### config.mk
export PLATFORM = sky130hd
export DESIGN_NAME = spi_master_ctrl_flat
export DESIGN_NICKNAME = d
export VERILOG_FILES = /design/src/rtl/spi_master_ctrl_if.sv /design/src/rtl/spi_master_ctrl.sv /design/src/flat_wrapper.sv
export SDC_FILE = /design/constraint.sdc
export NUM_CORES = 1
export LEC_CHECK = 0
export CELL_PAD_IN_SITES_DETAIL_PLACEMENT = 1
export CELL_PAD_IN_SITES_GLOBAL_PLACEMENT = 1
export CORE_MARGIN = 2
export CORE_UTILIZATION = 40
export DETAILED_ROUTE_END_ITERATION = 6
export DONT_BUFFER_PORTS = 1
export PLACE_DENSITY_LB_ADDON = 0.1
export SETUP_SLACK_MARGIN = 0.1
export SYNTH_ARGS = -nofsm -noshare
export SYNTH_HDL_FRONTEND = slang
export SYNTH_SLANG_ARGS = --single-unit
export TNS_END_PERCENT = 20
### constraint.sdc
create_clock -name clk_i -period 2 [get_ports clk_i]
set_input_delay 0.2 -clock clk_i [delete_from_list [all_inputs] [get_ports clk_i]]
set_output_delay 0.2 -clock clk_i [all_outputs]
set_load 0.05 [all_outputs]
### src/rtl/spi_master_ctrl_if.sv
`default_nettype none
// +--------------------------------------------------------------------------+
// | Module      : spi_master_ctrl_if                                         |
// | Description : Bundle of the host byte stream, status and SPI pin signals |
// |               of spi_master_ctrl.                                        |
// |               master modport = controller view, slave modport = host /   |
// |               pin-side view.                                             |
// | Ports       : tx_valid_i/tx_ready_o/tx_data_i/tx_last_i  tx word stream  |
// |               rx_valid_o/rx_data_o                       rx word pulse   |
// |               busy_o                                     not-idle flag   |
// |               spi_clk_o/spi_mosi_o/spi_cs_o/spi_miso_i   SPI pins        |
// | Revision    : 1.0 - initial release                                      |
// +--------------------------------------------------------------------------+
interface spi_master_ctrl_if #(
   parameter int DATA_W = 8
) ();
   logic              tx_valid_i;
   logic              tx_ready_o;
   logic [DATA_W-1:0] tx_data_i;
   logic              tx_last_i;
   logic              rx_valid_o;
   logic [DATA_W-1:0] rx_data_o;
   logic              busy_o;
   logic              spi_clk_o;
   logic              spi_mosi_o;
   logic              spi_cs_o;
   logic              spi_miso_i;

   modport master (
      input  tx_valid_i, tx_data_i, tx_last_i, spi_miso_i,
      output tx_ready_o, rx_valid_o, rx_data_o, busy_o,
             spi_clk_o, spi_mosi_o, spi_cs_o
   );

   modport slave (
      output tx_valid_i, tx_data_i, tx_last_i, spi_miso_i,
      input  tx_ready_o, rx_valid_o, rx_data_o, busy_o,
             spi_clk_o, spi_mosi_o, spi_cs_o
   );
endinterface
`default_nettype wire

### src/rtl/spi_master_ctrl.sv
`default_nettype none
// +--------------------------------------------------------------------------+
// | Module      : spi_master_ctrl                                            |
// | Description : SPI mode-0 (CPOL=0, CPHA=0) initiator. Accepts words over  |
// |               a valid/ready stream, frames them under an active-low chip |
// |               select (one transaction per tx_last_i word) and returns    |
// |               each received word as a one-cycle rx_valid_o pulse.        |
// | Ports       : clk_i    system clock (rising edge)                        |
// |               rst_n_i  asynchronous active-low reset                     |
// |               bus      spi_master_ctrl_if.master (stream, status, pins)  |
// | Parameters  : DATA_W   bits per SPI word (>= 2)                          |
// |               CLK_DIV  clk_i cycles per SCLK half-period (>= 1)          |
// | Config      : SPI_MASTER_LSB_FIRST_EN defined -> words shifted LSB first |
// |               (default MSB first)                                        |
// | Revision    : 1.0 - initial release                                      |
// +--------------------------------------------------------------------------+
module spi_master_ctrl #(
   parameter int DATA_W  = 8,
   parameter int CLK_DIV = 4
) (
   input  wire logic          clk_i,
   input  wire logic          rst_n_i,
   spi_master_ctrl_if.master  bus
);

   localparam int CNT_W = (CLK_DIV > 1) ? $clog2(CLK_DIV) : 1;
   localparam int BIT_W = $clog2(DATA_W);
   localparam logic [CNT_W-1:0] CNT_LAST = CNT_W'(CLK_DIV - 1);
   localparam logic [BIT_W-1:0] BIT_LAST = BIT_W'(DATA_W - 1);

   typedef enum logic [2:0] {
      S_IDLE  = 3'd0,
      S_SETUP = 3'd1,
      S_SHIFT = 3'd2,
      S_WAIT  = 3'd3,
      S_HOLD  = 3'd4,
      S_GAP   = 3'd5
   } state_t;

   state_t            state,    state_nxt;
   logic [CNT_W-1:0]  div_cnt,  div_cnt_nxt;
   logic [BIT_W-1:0]  bit_cnt,  bit_cnt_nxt;
   logic [DATA_W-1:0] tx_shift, tx_shift_nxt;
   logic [DATA_W-1:0] rx_shift, rx_shift_nxt;
   logic [DATA_W-1:0] rx_data,  rx_data_nxt;
   logic              last,     last_nxt;
   logic              cs,       cs_nxt;
   logic              sclk,     sclk_nxt;
   logic              mosi,     mosi_nxt;
   logic              ready,    ready_nxt;
   logic              rx_valid, rx_valid_nxt;
   logic              busy,     busy_nxt;

   logic              tick;
   logic              accept;
   logic [DATA_W-1:0] tx_adv;     // tx shift register after one bit has gone out
   logic [DATA_W-1:0] rx_ins;     // rx shift register with spi_miso_i inserted
   logic              load_bit;   // first bit of the word on tx_data_i
   logic              adv_bit;    // bit presented after the next falling edge

   assign tick   = (div_cnt == CNT_LAST);
   assign accept = bus.tx_valid_i & ready;

`ifdef SPI_MASTER_LSB_FIRST_EN
   assign tx_adv   = {1'b0, tx_shift[DATA_W-1:1]};
   assign rx_ins   = {bus.spi_miso_i, rx_shift[DATA_W-1:1]};
   assign load_bit = bus.tx_data_i[0];
   assign adv_bit  = tx_shift[1];
`else
   assign tx_adv   = {tx_shift[DATA_W-2:0], 1'b0};
   assign rx_ins   = {rx_shift[DATA_W-2:0], bus.spi_miso_i};
   assign load_bit = bus.tx_data_i[DATA_W-1];
   assign adv_bit  = tx_shift[DATA_W-2];
`endif

   // State and all registered outputs.
   always_ff @(posedge clk_i or negedge rst_n_i) begin
      if (!rst_n_i) begin
         state    <= S_IDLE;
         div_cnt  <= '0;
         bit_cnt  <= '0;
         tx_shift <= '0;
         rx_shift <= '0;
         rx_data  <= '0;
         last     <= 1'b0;
         cs       <= 1'b1;
         sclk     <= 1'b0;
         mosi     <= 1'b0;
         ready    <= 1'b0;
         rx_valid <= 1'b0;
         busy     <= 1'b0;
      end else begin
         state    <= state_nxt;
         div_cnt  <= div_cnt_nxt;
         bit_cnt  <= bit_cnt_nxt;
         tx_shift <= tx_shift_nxt;
         rx_shift <= rx_shift_nxt;
         rx_data  <= rx_data_nxt;
         last     <= last_nxt;
         cs       <= cs_nxt;
         sclk     <= sclk_nxt;
         mosi     <= mosi_nxt;
         ready    <= ready_nxt;
         rx_valid <= rx_valid_nxt;
         busy     <= busy_nxt;
      end
   end

   always_comb begin
      state_nxt    = state;
      bit_cnt_nxt  = bit_cnt;
      tx_shift_nxt = tx_shift;
      rx_shift_nxt = rx_shift;
      rx_data_nxt  = rx_data;
      last_nxt     = last;
      cs_nxt       = cs;
      sclk_nxt     = sclk;
      mosi_nxt     = mosi;
      ready_nxt    = ready;
      rx_valid_nxt = 1'b0;
      // Every timed state is entered on a tick or from IDLE/WAIT, so the
      // divider always starts a new state from zero.
      div_cnt_nxt  = tick ? '0 : div_cnt + 1'b1;

      case (state)
         S_IDLE: begin
            div_cnt_nxt = '0;
            ready_nxt   = 1'b1;
            if (accept) begin
               tx_shift_nxt = bus.tx_data_i;
               last_nxt     = bus.tx_last_i;
               mosi_nxt     = load_bit;
               cs_nxt       = 1'b0;
               ready_nxt    = 1'b0;
               bit_cnt_nxt  = '0;
               state_nxt    = S_SETUP;
            end
         end
         S_SETUP: begin
            // First rising edge also samples the first miso bit.
            if (tick) begin
               sclk_nxt     = 1'b1;
               rx_shift_nxt = rx_ins;
               state_nxt    = S_SHIFT;
            end
         end
         S_SHIFT: begin
            if (tick) begin
               if (sclk) begin
                  sclk_nxt = 1'b0;
                  if (bit_cnt == BIT_LAST) begin
                     rx_valid_nxt = 1'b1;
                     rx_data_nxt  = rx_shift;
                     ready_nxt    = ~last;
                     state_nxt    = last ? S_HOLD : S_WAIT;
                  end else begin
                     bit_cnt_nxt  = bit_cnt + 1'b1;
                     tx_shift_nxt = tx_adv;
                     mosi_nxt     = adv_bit;
                  end
               end else begin
                  sclk_nxt     = 1'b1;
                  rx_shift_nxt = rx_ins;
               end
            end
         end
         S_WAIT: begin
            div_cnt_nxt = '0;
            ready_nxt   = 1'b1;
            if (accept) begin
               tx_shift_nxt = bus.tx_data_i;
               last_nxt     = bus.tx_last_i;
               mosi_nxt     = load_bit;
               ready_nxt    = 1'b0;
               bit_cnt_nxt  = '0;
               state_nxt    = S_SETUP;
            end
         end
         S_HOLD: begin
            if (tick) begin
               cs_nxt    = 1'b1;
               state_nxt = S_GAP;
            end
         end
         S_GAP: begin
            // Minimum CS-high time before a new transaction may start.
            if (tick) begin
               ready_nxt = 1'b1;
               state_nxt = S_IDLE;
            end
         end
         default: begin
            cs_nxt    = 1'b1;
            sclk_nxt  = 1'b0;
            ready_nxt = 1'b0;
            state_nxt = S_IDLE;
         end
      endcase

      busy_nxt = (state_nxt != S_IDLE);
   end

   assign bus.tx_ready_o = ready;
   assign bus.rx_valid_o = rx_valid;
   assign bus.rx_data_o  = rx_data;
   assign bus.busy_o     = busy;
   assign bus.spi_clk_o  = sclk;
   assign bus.spi_mosi_o = mosi;
   assign bus.spi_cs_o   = cs;

endmodule
`default_nettype wire

### src/flat_wrapper.sv
// flat-port wrapper written by rule: the top's interface ports become plain ports
module spi_master_ctrl_flat 
#(
   parameter int DATA_W  = 8,
   parameter int CLK_DIV = 4
)
  (clk_i, rst_n_i, bus_tx_valid_i, bus_tx_data_i, bus_tx_last_i, bus_spi_miso_i, bus_tx_ready_o, bus_rx_valid_o, bus_rx_data_o, bus_busy_o, bus_spi_clk_o, bus_spi_mosi_o, bus_spi_cs_o);
  spi_master_ctrl_if #(.DATA_W(DATA_W)) bus_i ();
  input  wire logic clk_i;
  input  wire logic rst_n_i;
  input wire logic [$bits(bus_i.tx_valid_i)-1:0] bus_tx_valid_i;
  input wire logic [$bits(bus_i.tx_data_i)-1:0] bus_tx_data_i;
  input wire logic [$bits(bus_i.tx_last_i)-1:0] bus_tx_last_i;
  input wire logic [$bits(bus_i.spi_miso_i)-1:0] bus_spi_miso_i;
  output wire logic [$bits(bus_i.tx_ready_o)-1:0] bus_tx_ready_o;
  output wire logic [$bits(bus_i.rx_valid_o)-1:0] bus_rx_valid_o;
  output wire logic [$bits(bus_i.rx_data_o)-1:0] bus_rx_data_o;
  output wire logic [$bits(bus_i.busy_o)-1:0] bus_busy_o;
  output wire logic [$bits(bus_i.spi_clk_o)-1:0] bus_spi_clk_o;
  output wire logic [$bits(bus_i.spi_mosi_o)-1:0] bus_spi_mosi_o;
  output wire logic [$bits(bus_i.spi_cs_o)-1:0] bus_spi_cs_o;
  assign bus_i.tx_valid_i = bus_tx_valid_i;
  assign bus_i.tx_data_i = bus_tx_data_i;
  assign bus_i.tx_last_i = bus_tx_last_i;
  assign bus_i.spi_miso_i = bus_spi_miso_i;
  assign bus_tx_ready_o = bus_i.tx_ready_o;
  assign bus_rx_valid_o = bus_i.rx_valid_o;
  assign bus_rx_data_o = bus_i.rx_data_o;
  assign bus_busy_o = bus_i.busy_o;
  assign bus_spi_clk_o = bus_i.spi_clk_o;
  assign bus_spi_mosi_o = bus_i.spi_mosi_o;
  assign bus_spi_cs_o = bus_i.spi_cs_o;
  spi_master_ctrl #(.DATA_W(DATA_W), .CLK_DIV(CLK_DIV)) u_core (.clk_i(clk_i), .rst_n_i(rst_n_i), .bus(bus_i));
endmodule
* After elaboration in Yosys (flattened, before gate mapping)
Index checks and enable logic that the tools add are counted.
** Word-level totals
- Bits in registers :: 38
- Output and inout bits :: 14
** Cells by class
- Add/subtract/negate cells :: 2
- Equality and inequality tests :: 17
- Multiplexer cells :: 45
- Bitwise gates (word level) :: 5
- Reduce and logical (&&, ||, !) cells :: 15
** Operators with widths (number)
- 3-bit two-way mux :: 12
- 7-bit two-way mux :: 4
- 8-bit two-way mux :: 3
- 1-bit two-way mux :: 16
- 2-bit by 1-bit inequality test with 1-bit output, second input constant :: 8
- 8-bit case mux with 2 select lines :: 1
- 3-bit case mux with 5 select lines :: 1
- 7-bit case mux with 2 select lines :: 1
- 5-bit AND reduction :: 2
- 3-bit == test, second input constant :: 3
- 4-bit AND reduction :: 2
- 4-bit OR reduction :: 2
- 3-bit by 2-bit == test with 1-bit output, second input constant :: 2
- 1-bit case mux with 3 select lines :: 2
- 3-bit case mux with 2 select lines :: 1
- 3-bit AND reduction :: 2
- 2-bit two-way mux :: 2
- 2-bit inequality test, second input constant :: 2
- 1-bit NOT :: 4
- 1-bit case mux with 4 select lines :: 1
- 2-bit nonzero test :: 2
- 2-bit OR reduction :: 2
- 3-bit by 1-bit adder with 3-bit output, second input constant :: 1
- 3-bit by 1-bit == test with 1-bit output, second input constant :: 1
- 7 further kinds :: 7

* Logic depth before layout (Yosys ltp)
- Word-level depth :: 6
- Mapped depth :: 6
- Gate-level depth less buffers :: 6

* Worst setup path before layout
No wires, ideal clock.
- Path type :: flip-flop to flip-flop
- Start :: register u_core.bit_cnt[0]
- End :: register u_core.mosi, in the netlist u_core.bus.spi_mosi_o
- Setup time :: 0.080 ns
- Arrival :: 1.622 ns
- Setup slack :: 0.298 ns
- Cell stages (with the launch flop) :: 7
- Path buffers :: 0
- Clock period less this slack :: 1.702 ns
- Cell sequence :: dfrtp_1 ha_1 ha_1 nand3b_1 a211oi_2 a21boi_4 a2bb2oi_1
** Between the ends
- Longest elaborated chain between the ends :: 3
** RTL lines
- start: declaration :: RTL line spi_master_ctrl.sv:42 : logic [BIT_W-1:0] bit_cnt, bit_cnt_nxt;
- start signal: assignment :: RTL line spi_master_ctrl.sv:95 : bit_cnt <= bit_cnt_nxt;
- 3-bit == test :: RTL line spi_master_ctrl.sv:151 : if (bit_cnt == BIT_LAST) begin
- 2-bit inequality test (no line)
- 5-bit AND reduction (no line)
- end signal: assignment :: RTL line spi_master_ctrl.sv:102 : mosi <= mosi_nxt;
- end: declaration :: RTL line spi_master_ctrl.sv:49 : logic mosi, mosi_nxt;
No other way between the ends.
A chain may end at the register's enable or synchronous reset.

* Final worst setup path
- Start :: register u_core.bit_cnt[1]
- End :: register u_core.tx_shift[6]
** Between the ends
- Longest elaborated chain between the ends :: 3
** RTL lines
- 3-bit == test :: RTL line spi_master_ctrl.sv:151
- 2-bit inequality test (no line)
- 5-bit AND reduction (no line)
- end signal: assignment :: RTL line spi_master_ctrl.sv:96 : tx_shift <= tx_shift_nxt;
- end: declaration :: RTL line spi_master_ctrl.sv:43 : logic [DATA_W-1:0] tx_shift, tx_shift_nxt;
No other way between the ends.

==> results.py <==
metrics = {
    "grt": {
        "grt_overflow": 0,
        "track_usage": 0.166,
        "antenna_found_initial": 0,
        "grt_pass1_vias": 1321,
        "grt_pass1_wl_um": 6420,
        "grt_max_degree": 39,
    },
    "finish": {
        "syn_to_final_growth_pct": 18.9,
        "num-fill-cells": 461,
        "layout_common_cells": "dfrtp_1 (37), mux2_2 (17), buf_4 (13)",
        "final_nets": 175,
        "final_layout_size_suffix_gt1_frac": 0.356,
        "multi_input_area_um2": 842,
        "finalNonFillerCells": 212,
        "seqCellArea_um2": 952,
        "n_antenna_cell": 0,
        "layout_commonest_cell": "dfrtp_1",
    },
    "sta": {
        "grt_setup_unrepaired": "yes",
        "slew_violations": 0,
        "worstMarginPinSlew_ns": 0.514,
        "report.final.hold_viol_count": 0,
        "holdWs_ns": 0.0527,
        "fmax_mhz": 532,
        "slew_headroom": 0.657,
        "fin_crit_sh": 0.940,
        "min_period_ns": 1.88,
        "setup_tns_ns": 0,
        "setup_viol": 0,
        "fin_ws_ns": 0.120,
        "finClkSkew_ns": 0.00529,
    },
    "setup_path": {
        "cp_data_arrival_time_ns": 2.10,
        "rr_startpoint": "u_core.bit_cnt[1]",
        "rr_worst_depth": 7,
        "critPathBufInv": 1,
        "worst-setup-path-type": "flip-flop to flip-flop",
        "crit_slowest_cell": "dfrtp_1",
        "reg2reg_slack_ns": 0.12,
        "crit_path_start_kind": "flip-flop",
        "critPathMaxStageDelay_ns": 0.39,
        "crit_fanout": 7,
        "end_kind": "flip-flop",
        "cp.required_ns": 2.22,
        "crit_chain": "ha_2 > ha_4 > nand3b_1 > a211oi_4 > a21boi_4 > buf_12 > a2bb2oi_2",
        "cpLargestDelayFamily": "compound AO/OA/AOI/OAI gates",
        "cp-startpoint": "u_core.bit_cnt[1]",
        "timing.rr.end": "u_core.tx_shift[6]",
    },
    "placement": {
        "portBuffers": 0,
        "hpwl_um": 2540,
        "place_congestion": 0.723,
        "place_ws_ns": 0.0492,
        "place_inst": 197,
    },
    "synthesis": {
        "syn_inst": 144,
        "synth_top_family_by_area": "multiplexers",
        "synth.avg_cell_area_um2": 12.3,
        "synth-simple-area-share": 0.108,
        "syn_area_um2": 1770,
        "synthXorXnorAreaFrac": 0,
        "synth_compound_gate_area_share": 0.152,
        "ys_ff_latch": 38,
        "seq_area_frac_synth": 0.537,
        "synth.distinct_cells": 39,
        "muxShareOfSynthArea": 0.153,
        "synth_nets": 160,
        "yosys_warnings": 0,
        "synth_fa_ha_area_frac": 0.0212,
    },
    "status": {
        "status": "finished, final reports clean",
    },
    "die": {
        "die_h_um": 70.6,
        "die_area_um2": 4980,
        "rows": 24,
        "start_util": 0.410,
        "die_w_um": 70.6,
        "core_area_um2": 4320,
        "io_pins": 27,
    },
    "detailed_routing": {
        "route.detailed.drc": 0,
        "via_per_inst": 5.57,
        "drt_iter0_markers": 51,
        "drt.antenna.violating_nets": 0,
        "wirelength_um": 3880,
        "vias": 1180,
        "wl_per_cell_um": 18.3,
        "first_pass_iters": 4,
    },
    "power_and_ir_drop": {
        "power_density_nw_per_um2": 656,
        "irDropWorstVdd_v": 0.000391,
        "total_power_mw": 1.38,
        "p_leak_nw": 0.890,
    },
    "min_path": {
        "whs_endpoint": "u_core.last",
        "hold_path.startpoint": "bus_tx_last_i",
        "holdPathStages": 1,
        "min_path_type": "input pin to flip-flop",
    },
    "clocking": {
        "path_clk_slew_ns": 0.08,
        "h-tree-depth": 2,
        "cts_buffers": 5,
        "clk_latency_ns": 0.29,
        "cts.sinks": 38,
        "clk_path_buf_depth": 2,
        "cts_root_buffer": "clkbuf_8",
        "cts_tree": "yes",
    },
    "run": {
        "drv_cap": 0,
    },
}
## per-layer routing
metal	wire [µm]	vias to the layer above	track usage
met3	130	5	0.0513
met1	1650	603	0.208
met5	0	-	0
li1	-	553	-
met2	2020	19	0.268
met4	76	0	0.0713
## state kept, by name, summed over array words and instances (netlist names)
register	count
u_core.rx_shift	8
u_core.bit_cnt	3
u_core.bus.spi_cs_o	1
u_core.div_cnt	2
u_core.bus.rx_data_o	8
u_core.bus.busy_o	1
u_core.tx_shift	7
u_core.last	1
u_core.bus.spi_clk_o	1
u_core.bus.spi_mosi_o	1
u_core.state	3
u_core.bus.rx_valid_o	1
u_core.bus.tx_ready_o	1
## worst max-delay path by stage
stage          cells past startpoint                    end
2_1_floorplan                      6  u_core.bus.spi_mosi_o
3_3_place_gp                       5        u_core.state[1]
3_5_place_dp                       6     u_core.tx_shift[5]
4_1_cts                            6     u_core.tx_shift[1]
5_1_grt                            7     u_core.tx_shift[6]
6_report                           7     u_core.tx_shift[6]
## through the flow
step           cell area (µm²)   util
2_1_floorplan             1770      -
3_3_place_gp              1860  0.431
3_5_place_dp              1860  0.431
4_1_cts                   2000  0.462
5_1_grt                   2110  0.488
6_report                  2110  0.488
## final cells by class
class,count,area share
Clock inverter,2,0.00593
Sequential cell,38,0.451
Clock buffer,6,0.0391
Timing Repair Buffer,16,0.0700
Inverter,2,0.00356
Multi-Input combinational cell,96,0.399
Tap cell,52,0.0308
## cell usage after synthesis
library cell / n / area, µm²
nand3b_1: 1 / 7.51
a2bb2oi_1: 7 / 61.3
inv_1: 2 / 7.51
nor2_1: 7 / 26.3
a21boi_4: 1 / 18.8
nand3_1: 1 / 5.00
a211oi_2: 1 / 12.5
and4_1: 1 / 8.76
mux2i_1: 8 / 80.1
o21ai_2: 1 / 8.76
mux2_2: 17 / 191
or3_1: 2 / 12.5
ha_1: 3 / 37.5
nand2b_1: 7 / 43.8
o41ai_1: 1 / 8.76
buf_6: 1 / 11.3
a21oi_1: 6 / 30.0
a22oi_1: 2 / 15.0
nand2b_2: 1 / 8.76
nand2_1: 4 / 15.0
a2111oi_0: 1 / 8.76
o21a_1: 1 / 7.51
a31oi_1: 2 / 12.5
nor2b_2: 1 / 8.76
a22o_1: 2 / 17.5
o21ai_0: 2 / 10.0
nor2b_1: 4 / 25.0
o22ai_1: 1 / 6.26
dfrtp_1: 37 / 926
dfstp_2: 1 / 26.3
nor3_1: 2 / 10.0
a211o_1: 1 / 8.76
a311oi_1: 1 / 8.76
a32o_1: 3 / 30.0
buf_2: 5 / 25.0
and2b_1: 1 / 7.51
o21ai_1: 1 / 5.00
and2_1: 2 / 12.5
clkbuf_1: 2 / 7.51
## cells by family (layout without fill, tap and decap cells)
| group | Yosys count | count (layout) |
|---|---|---|
| multiplexers | 25 | 25 |
| flip-flops | 38 | 38 |
| AO/OA/AOI/OAI | 34 | 34 |
| buffers and inverters | 10 | 26 |
| adder cells (fa/ha/maj) | 3 | 3 |
| AND/OR/NAND/NOR | 34 | 34 |
## power by group
| part | switching [mW] | leakage [nW] | internal (mW) | total [mW] |
|---|---|---|---|---|
| Clock | 0.285 | 0.0472 | 0.277 | 0.562 |
| Sequential | 0.00490 | 0.481 | 0.775 | 0.780 |
| Combinational | 0.0261 | 0.362 | 0.0156 | 0.0417 |
## what timing repair did
item	CTS	global route
hold endpoints to repair	38	0
setup buffers	1	4
resized for setup	0	13
hold buffers	2	0
pin swaps	1	3
endpoints found under the setup margin	11	21
cloned	0	0
No activity file was read; power rests on OpenSTA's default activity.
